$ cat src/rtl/instr_fetch_unit.sv
// Instruction fetch stage: holds the PC, fetches words over a req/ack handshake,
// decodes the instruction fields and selects the next PC from branch/zero/jump.
module instr_fetch_unit #(
  parameter logic [31:0] RESET_PC = 32'h0000_0000,
  parameter int unsigned MAX_WAIT = 15
) (
  input  logic        clk_i,
  input  logic        rst_ni,
  output logic        imem_req_o,
  output logic [31:0] imem_addr_o,
  input  logic        imem_ack_i,
  input  logic [31:0] imem_rdata_i,
  input  logic        stall_i,
  input  logic        branch_i,
  input  logic        zero_i,
  input  logic        jump_i,
  output logic [31:0] instr_o,
  output logic [5:0]  opcode_o,
  output logic [5:0]  funct_o,
  output logic [4:0]  rs_o,
  output logic [4:0]  rt_o,
  output logic [4:0]  rd_o,
  output logic [15:0] imm_o,
  output logic        instr_valid_o,
  output logic [31:0] pc_o,
  output logic [31:0] pc_plus4_o,
  output logic        fetch_err_o
);

  typedef enum logic [1:0] {
    S_IDLE  = 2'd0,
    S_FETCH = 2'd1,
    S_ISSUE = 2'd2,
    S_ERROR = 2'd3
  } state_e;

  localparam logic [7:0] MaxWait = 8'(MAX_WAIT);

  state_e      state_q, state_d;
  logic [31:0] pc_q, pc_d;
  logic [31:0] instr_q, instr_d;
  logic [7:0]  wait_cnt_q, wait_cnt_d;

  logic [31:0] pc_plus4;
  logic [31:0] branch_off;
  logic [31:0] jump_tgt;
  logic [31:0] next_pc;

  assign pc_plus4   = pc_q + 32'd4;
  assign branch_off = {{14{instr_q[15]}}, instr_q[15:0], 2'b00};
  assign jump_tgt   = {pc_plus4[31:28], instr_q[25:0], 2'b00};

  // Jump outranks a taken branch; both are only consulted while in ISSUE.
  always_comb begin
    next_pc = pc_plus4;
    if (jump_i) begin
      next_pc = jump_tgt;
    end else if (branch_i && zero_i) begin
      next_pc = pc_plus4 + branch_off;
    end
  end

  always_comb begin
    state_d    = state_q;
    pc_d       = pc_q;
    instr_d    = instr_q;
    wait_cnt_d = wait_cnt_q;
    unique case (state_q)
      S_IDLE: begin
        state_d    = S_FETCH;
        wait_cnt_d = 8'd0;
      end
      S_FETCH: begin
        if (imem_ack_i) begin
          instr_d    = imem_rdata_i;
          wait_cnt_d = 8'd0;
          state_d    = S_ISSUE;
        end else if (wait_cnt_q == MaxWait) begin
          state_d = S_ERROR;
        end else begin
          wait_cnt_d = wait_cnt_q + 8'd1;
        end
      end
      S_ISSUE: begin
        if (!stall_i) begin
          pc_d    = next_pc;
          state_d = S_FETCH;
        end
      end
      S_ERROR: begin
        state_d = S_ERROR;
      end
      default: begin
        state_d = S_IDLE;
      end
    endcase
  end

  always_ff @(posedge clk_i) begin
    if (!rst_ni) begin
      state_q    <= S_IDLE;
      pc_q       <= RESET_PC;
      instr_q    <= 32'd0;
      wait_cnt_q <= 8'd0;
    end else begin
      state_q    <= state_d;
      pc_q       <= pc_d;
      instr_q    <= instr_d;
      wait_cnt_q <= wait_cnt_d;
    end
  end

  assign imem_req_o    = (state_q == S_FETCH);
  assign imem_addr_o   = pc_q;
  assign instr_valid_o = (state_q == S_ISSUE);
  assign fetch_err_o   = (state_q == S_ERROR);
  assign pc_o          = pc_q;
  assign pc_plus4_o    = pc_plus4;

  assign instr_o  = instr_q;
  assign opcode_o = instr_q[31:26];
  assign funct_o  = instr_q[5:0];
  assign rs_o     = instr_q[25:21];
  assign rt_o     = instr_q[20:16];
  assign rd_o     = instr_q[15:11];
  assign imm_o    = instr_q[15:0];

endmodule
$ cat config.mk
export PLATFORM = sky130hd
export DESIGN_NAME = instr_fetch_unit
export DESIGN_NICKNAME = d
export VERILOG_FILES = /design/src/rtl/instr_fetch_unit.sv
export SDC_FILE = /design/constraint.sdc
export NUM_CORES = 1
export LEC_CHECK = 0
export BUFFER_PORTS_ARGS = -buffer_cell sky130_fd_sc_hd__buf_4
export CORE_AREA = 2 2 116 118
export CTS_CLUSTER_DIAMETER = 50
export DETAILED_ROUTE_END_ITERATION = 12
export DIE_AREA = 0 0 118 120
export HOLD_SLACK_MARGIN = 0.02
export PLACE_DENSITY = 0.75
export SLEW_MARGIN = 15
export SYNTH_ARGS = -nofsm -noshare
export SYNTH_HDL_FRONTEND = slang
export SYNTH_SLANG_ARGS = --single-unit
$ cat constraint.sdc
create_clock -name clk_i -period 6.85 [get_ports clk_i]
set_clock_uncertainty 0.15 [all_clocks]
set_input_delay 1.0275 -clock clk_i [delete_from_list [all_inputs] [get_ports clk_i]]
set_output_delay 1.0275 -clock clk_i [all_outputs]
set_load 0.01 [all_outputs]
**After elaboration in Yosys (flattened, before gate mapping)**

Index checks and enable logic that the tools add are counted.

- Bits in registers: 74
- Output and inout port bits: 174
- Word-level logic and storage cells: 31
- Input port bits: 39

- Bitwise gates (word level): 1
- Mux-type cells: 9
- Add/sub/neg operators: 3
- Reductions and logical operators: 7
- Eq/ne operators: 7

Operators with widths:

| kind | number |
|---|---|
| two-way mux 32 bit | 2 |
| adder 32 x 3 -> 32 bit (second input constant) | 1 |
| adder 32 bit | 1 |
| two-way mux 8 bit | 2 |
| case mux 8 bit (2 select lines) | 1 |
| adder 8 x 1 -> 8 bit (second input constant) | 1 |
| == test 8 x 4 -> 1 bit (second input constant) | 1 |
| case mux 2 bit (4 select lines) | 1 |
| AND reduction 2 bit | 4 |
| two-way mux 2 bit | 3 |
| == test 2 bit (second input constant) | 2 |
| inequality test 3 x 1 -> 1 bit (second input constant) | 1 |
| inequality test 3 bit (second input constant) | 1 |
| == test 2 x 1 -> 1 bit (second input constant) | 1 |
| logical NOT 2 bit | 1 |
| inequality test 2 bit (second input constant) | 1 |
| nonzero test 2 bit | 1 |
| logical AND 1 bit | 1 |
| inverter 1 bit | 1 |

**Longest topological paths before layout**

- Word-level depth: 4
- Gate-level depth with buffers: 19
- Mapped depth without buffers: 18

**Worst setup path after synthesis**

Ideal clock, no wire load.

- Kind: reg-to-reg
- From: reg pc_q[2] (netlist: imem_addr_o[2])
- To: reg pc_q[31] (netlist: imem_addr_o[31])
- Stages on the path, launching flop included: 19
- Period minus slack after synthesis: 4.180 ns
- Slack: 2.670 ns
- Arrival: 3.959 ns
- Cells stage by stage: dfxtp_1 ha_1 and4_1 nand2_1 nor2_1 and2_1 clkbuf_1 nand4_1 xnor2_1 ha_1 a21o_1 a21o_1 a21oi_1 o21ai_0 nor4bb_4 or4_1 a211oi_1 o21bai_2 mux2i_1

- Word-level cells in the longest chain between the ends: 4

Ends and longest elaborated chain:

| item | line | source |
|---|---|---|
| start: declaration | 40 | `logic [31:0] pc_q, pc_d;` |
| start signal: assignment | 107 | `pc_q <= pc_d;` |
| adder 32 x 3 -> 32 bit | 49 | `assign pc_plus4 = pc_q + 32'd4;` |
| via pc_plus4_o[22] | 26 | `output logic [31:0] pc_plus4_o,` |
| adder 32 bit | 59 | `next_pc = pc_plus4 + branch_off;` |
| two-way mux 32 bit | 58 | `end else if (branch_i && zero_i) begin` |
| two-way mux 32 bit | 56 | `if (jump_i) begin` |

The timed path passes the listed nets, and every way through them passes these cells.
A chain may end at the register's enable or synchronous reset.

**Final worst setup path**

- From: reg pc_q[2] (netlist: imem_addr_o[2])
- To: reg pc_q[31] (netlist: imem_addr_o[31])

- Word-level cells in the longest chain between the ends: 4

Ends and longest elaborated chain:

| item | line |
|---|---|
| adder 32 x 3 -> 32 bit (*) | 49 |
| adder 32 bit | 59 |
| two-way mux 32 bit | 58 |
| two-way mux 32 bit (*) | 56 |

Every way passes the cells marked *; elsewhere a longest branch is shown, timed or not.

==> results by group <==
Floorplanning
  – Width of the die: 118 µm
  – Top-level I/O count: 213
  – Initial cell density of the core: 0.439
  – Area inside the core boundary: 0.0130 mm²
  – Placement Rows: 42
  – DIE AREA: 0.0142 mm²
  – Height of the die: 120 µm

Min path
  – Path category of the worst min-delay check: reg2reg

Clock network
  – Maximum buffer depth of the clock tree: 2
  – Clock transition at the registers of the reported paths: 0.06 ns
  – Number of buffers added for setup after CTS: 0
  – Hold buffer count at CTS: 0
  – Skew-Pair Late Insertion Delay: 0.34 ns
  – H-tree lvl count: 3
  – CTS tree: done
  – Count of instances resized after the clock tree is built: 0
  – Number of buffers added by the clock tree synthesis step: 9
  – CTS root buffer: sky130_fd_sc_hd__clkbuf_16
  – Clock sink count: 72

Pwr
  – Lkg Pwr: 3.24 nW
  – VDD IR max: 130 µV
  – Total power per unit cell area: 153 mW/mm²

Cells and area
  – Area delta synth->final: 24.3%
  – Net count, final: 963
  – Antenna fix cells: 0
  – Final design area excluding fillers: 0.00708 mm²
  – Filler cell count in the final layout: 1294
  – Final std cells w/o fill: 1066
  – Fraction of layout instances using a drive strength above 1: 0.261

Synthesis
  – Number of instances in the synthesized netlist: 770
  – Most common library cells after synthesis: sky130_fd_sc_hd__nand2_1 (134), sky130_fd_sc_hd__a21oi_1 (83), sky130_fd_sc_hd__buf_4 (79), sky130_fd_sc_hd__dfxtp_1 (72), sky130_fd_sc_hd__nor2_1 (52)
  – Post-synth ARST share: 0
  – Fraction of the yosys area taken by sequential cells: 0.253
  – Number of synthesis warnings: 0
  – Post-synth EDFFs: 0
  – Most common cell in the synthesized netlist: sky130_fd_sc_hd__nand2_1
  – Average instance area after synthesis: 7.40 µm²
  – Most instantiated flip-flop cell in the synthesis netlist: sky130_fd_sc_hd__dfxtp_1
  – Cells taking the most area after synthesis: sky130_fd_sc_hd__dfxtp_1 (25%), sky130_fd_sc_hd__buf_4 (10%), sky130_fd_sc_hd__nand2_1 (8.8%)
  – #FFs+latches synth: 72
  – Post-synth design cell area: 0.00570 mm²
  – Post-synth top area share: 0.253
  – Synth cell types: 57
  – Top cell type by total area after synthesis: sky130_fd_sc_hd__dfxtp_1

Status
  – Status: completed

Timing
  – Slew Limit Fails: 0
  – Period minus WS final: 4.62 ns
  – Worst-Margin Slew: 1.11 ns
  – Worst rel slew slack: 0.256
  – Total of endpoints with negative setup slack in the final report: 0
  – Final hold slack: 0.332 ns
  – Period Utilization, post-route: 0.674
  – Total Negative Setup Slacks: 0 ns
  – RSZ-0062 raised after global routing: false
  – Peak Freq: 216 MHz
  – Final setup slack of the worst path: 2.23 ns
  – Count of endpoints failing hold in the final timing report: 0

Drt
  – Routed wl met2: 7970 µm
  – Detailed-route vias per instance: 5.48
  – DRC errors left: 0
  – Met1 Routed Length: 7760 µm
  – Via Count: 5845
  – Sum of routed wire length over all layers: 17400 µm
  – Routed wl met3: 1380 µm
  – Average wire length per cell after detail routing: 16.4 µm
  – Top layer reached by signal wires: met4
  – Number of antenna-violating nets in the routed design: 0
  – DRT Pass-1 Iters: 5
  – Starting DRT DRC Count: 350

Global route
  – Overflow left after global routing: 0
  – Wire length of the first global-routing pass: 27200 µm
  – Vias in the first global route: 5260
  – GRT Resource Usage Total: 0.240
  – Antenna violations before repair: 0
  – Largest net degree at the start of global routing: 58

Place
  – Number of buffers inserted by port buffering: 206
  – Placed instance count: 1051
  – RD Place Congestion: 0.929
  – Post-detail-place hpwl: 12800 µm
  – Setup slack after placement: 2.33 ns
  – Cell Area, Placed: 0.00681 mm²

Setup path
  – WP data arrival: 4.74 ns
  – Required time of the critical path: 6.97 ns
  – Category of the worst setup path launch point: register
  – Critical path peak fanout: 8
  – Kind of end point of the critical path: register
  – Worst setup path category: reg2reg

Job
  – Count of maximum capacitance violations: 0
[path summary, 6_finish.rpt]
path,start,endpoint,slack (ns),cells after the start
setup / recovery,imem_addr_o[2],imem_addr_o[31],2.23,17
hold / removal,instr_o[27],instr_o[27],0.33,2
setup reg to reg,imem_addr_o[2],imem_addr_o[31],2.23,17
hold reg to reg,instr_o[27],instr_o[27],0.33,2
[stage by stage]
stage,utilization,total power [W]
floorplan,-,0.000584
global placement,0.525,0.000654
detailed placement,0.525,0.000656
CTS,0.546,0.00109
global route,0.546,0.00113
finish,0.546,0.00108
[registers in the layout, indices dropped and copies added (netlist names)]
signal,cells
imem_addr_o,30
state_q,2
instr_o,32
wait_cnt_q,8
[cell usage in the layout, fill, tap and decap left out, types with 4 or more instances in the layout]
cell type,n
sky130_fd_sc_hd__buf_4,210
sky130_fd_sc_hd__nand3_1,24
sky130_fd_sc_hd__xnor2_1,31
sky130_fd_sc_hd__xor2_1,21
sky130_fd_sc_hd__conb_1,6
sky130_fd_sc_hd__a31oi_1,6
sky130_fd_sc_hd__o21ai_0,34
sky130_fd_sc_hd__nand2_1,134
sky130_fd_sc_hd__ha_1,37
sky130_fd_sc_hd__clkbuf_16,9
sky130_fd_sc_hd__o211ai_1,19
sky130_fd_sc_hd__inv_1,12
sky130_fd_sc_hd__o21bai_1,7
sky130_fd_sc_hd__a21oi_1,83
sky130_fd_sc_hd__and2_1,4
sky130_fd_sc_hd__nand2b_1,5
sky130_fd_sc_hd__o31ai_1,4
sky130_fd_sc_hd__nand4_1,8
sky130_fd_sc_hd__nor2_1,52
sky130_fd_sc_hd__or3_1,5
sky130_fd_sc_hd__and3_1,8
sky130_fd_sc_hd__o21a_1,6
sky130_fd_sc_hd__and4_1,4
sky130_fd_sc_hd__a211o_1,4
sky130_fd_sc_hd__dfxtp_1,72
sky130_fd_sc_hd__a21o_1,10
sky130_fd_sc_hd__a211oi_1,17
sky130_fd_sc_hd__nor3_1,14
[layout make-up]
type | count | area, µm² | share of cell area
multi-input cells | 579 | 3520 | 0.497
repair buffers | 210 | 1580 | 0.223
flip-flops and latches | 72 | 1440 | 0.203
clock buffers | 12 | 256 | 0.0362
well taps | 176 | 220 | 0.0311
inverters | 14 | 52.6 | 0.00742
clock inverters | 3 | 17.5 | 0.00247
[report_power, final]
group,internal (W),leakage (nW),switching (W)
registers,0.000433,0.584,0.0000259
logic,0.0000859,2.52,0.000103
clock network,0.000261,0.134,0.000172
[metal layers]
layer | global-route usage | vias to the layer above
met5 | 0 | -
met4 | 0.0806 | 0
met3 | 0.0632 | 25
met2 | 0.390 | 241
met1 | 0.310 | 2716
li1 | - | 2863
[logic make-up (layout without fill, tap and decap cells)]
group,after synthesis,in the layout,share of synthesized area
AND/OR/NAND/NOR,269,269,0.212
XOR/XNOR,52,52,0.0799
flip-flops,72,72,0.253
AO/OA/AOI/OAI,211,211,0.231
other,1,6,0.000658
multiplexers,3,3,0.00527
buffers and inverters,124,239,0.134
adder cells (fa/ha/maj),38,38,0.0848
[critical path: stages (launching register included)]
cell,delay (ns)
sky130_fd_sc_hd__dfxtp_1,0.45
sky130_fd_sc_hd__ha_1,0.25
sky130_fd_sc_hd__and4_1,0.28
sky130_fd_sc_hd__nand2_1,0.12
sky130_fd_sc_hd__nor2_1,0.20
sky130_fd_sc_hd__and2_1,0.31
sky130_fd_sc_hd__nand4_1,0.17
sky130_fd_sc_hd__xnor2_1,0.22
sky130_fd_sc_hd__ha_1,0.41
sky130_fd_sc_hd__a21o_1,0.17
sky130_fd_sc_hd__a21o_1,0.12
sky130_fd_sc_hd__a21oi_1,0.07
sky130_fd_sc_hd__o21ai_0,0.49
sky130_fd_sc_hd__nor4bb_4,0.11
sky130_fd_sc_hd__or4_1,0.51
sky130_fd_sc_hd__a211oi_1,0.19
sky130_fd_sc_hd__o21bai_2,0.14
sky130_fd_sc_hd__mux2i_1,0.18
Note: power is estimated with default switching activity, not from simulation.
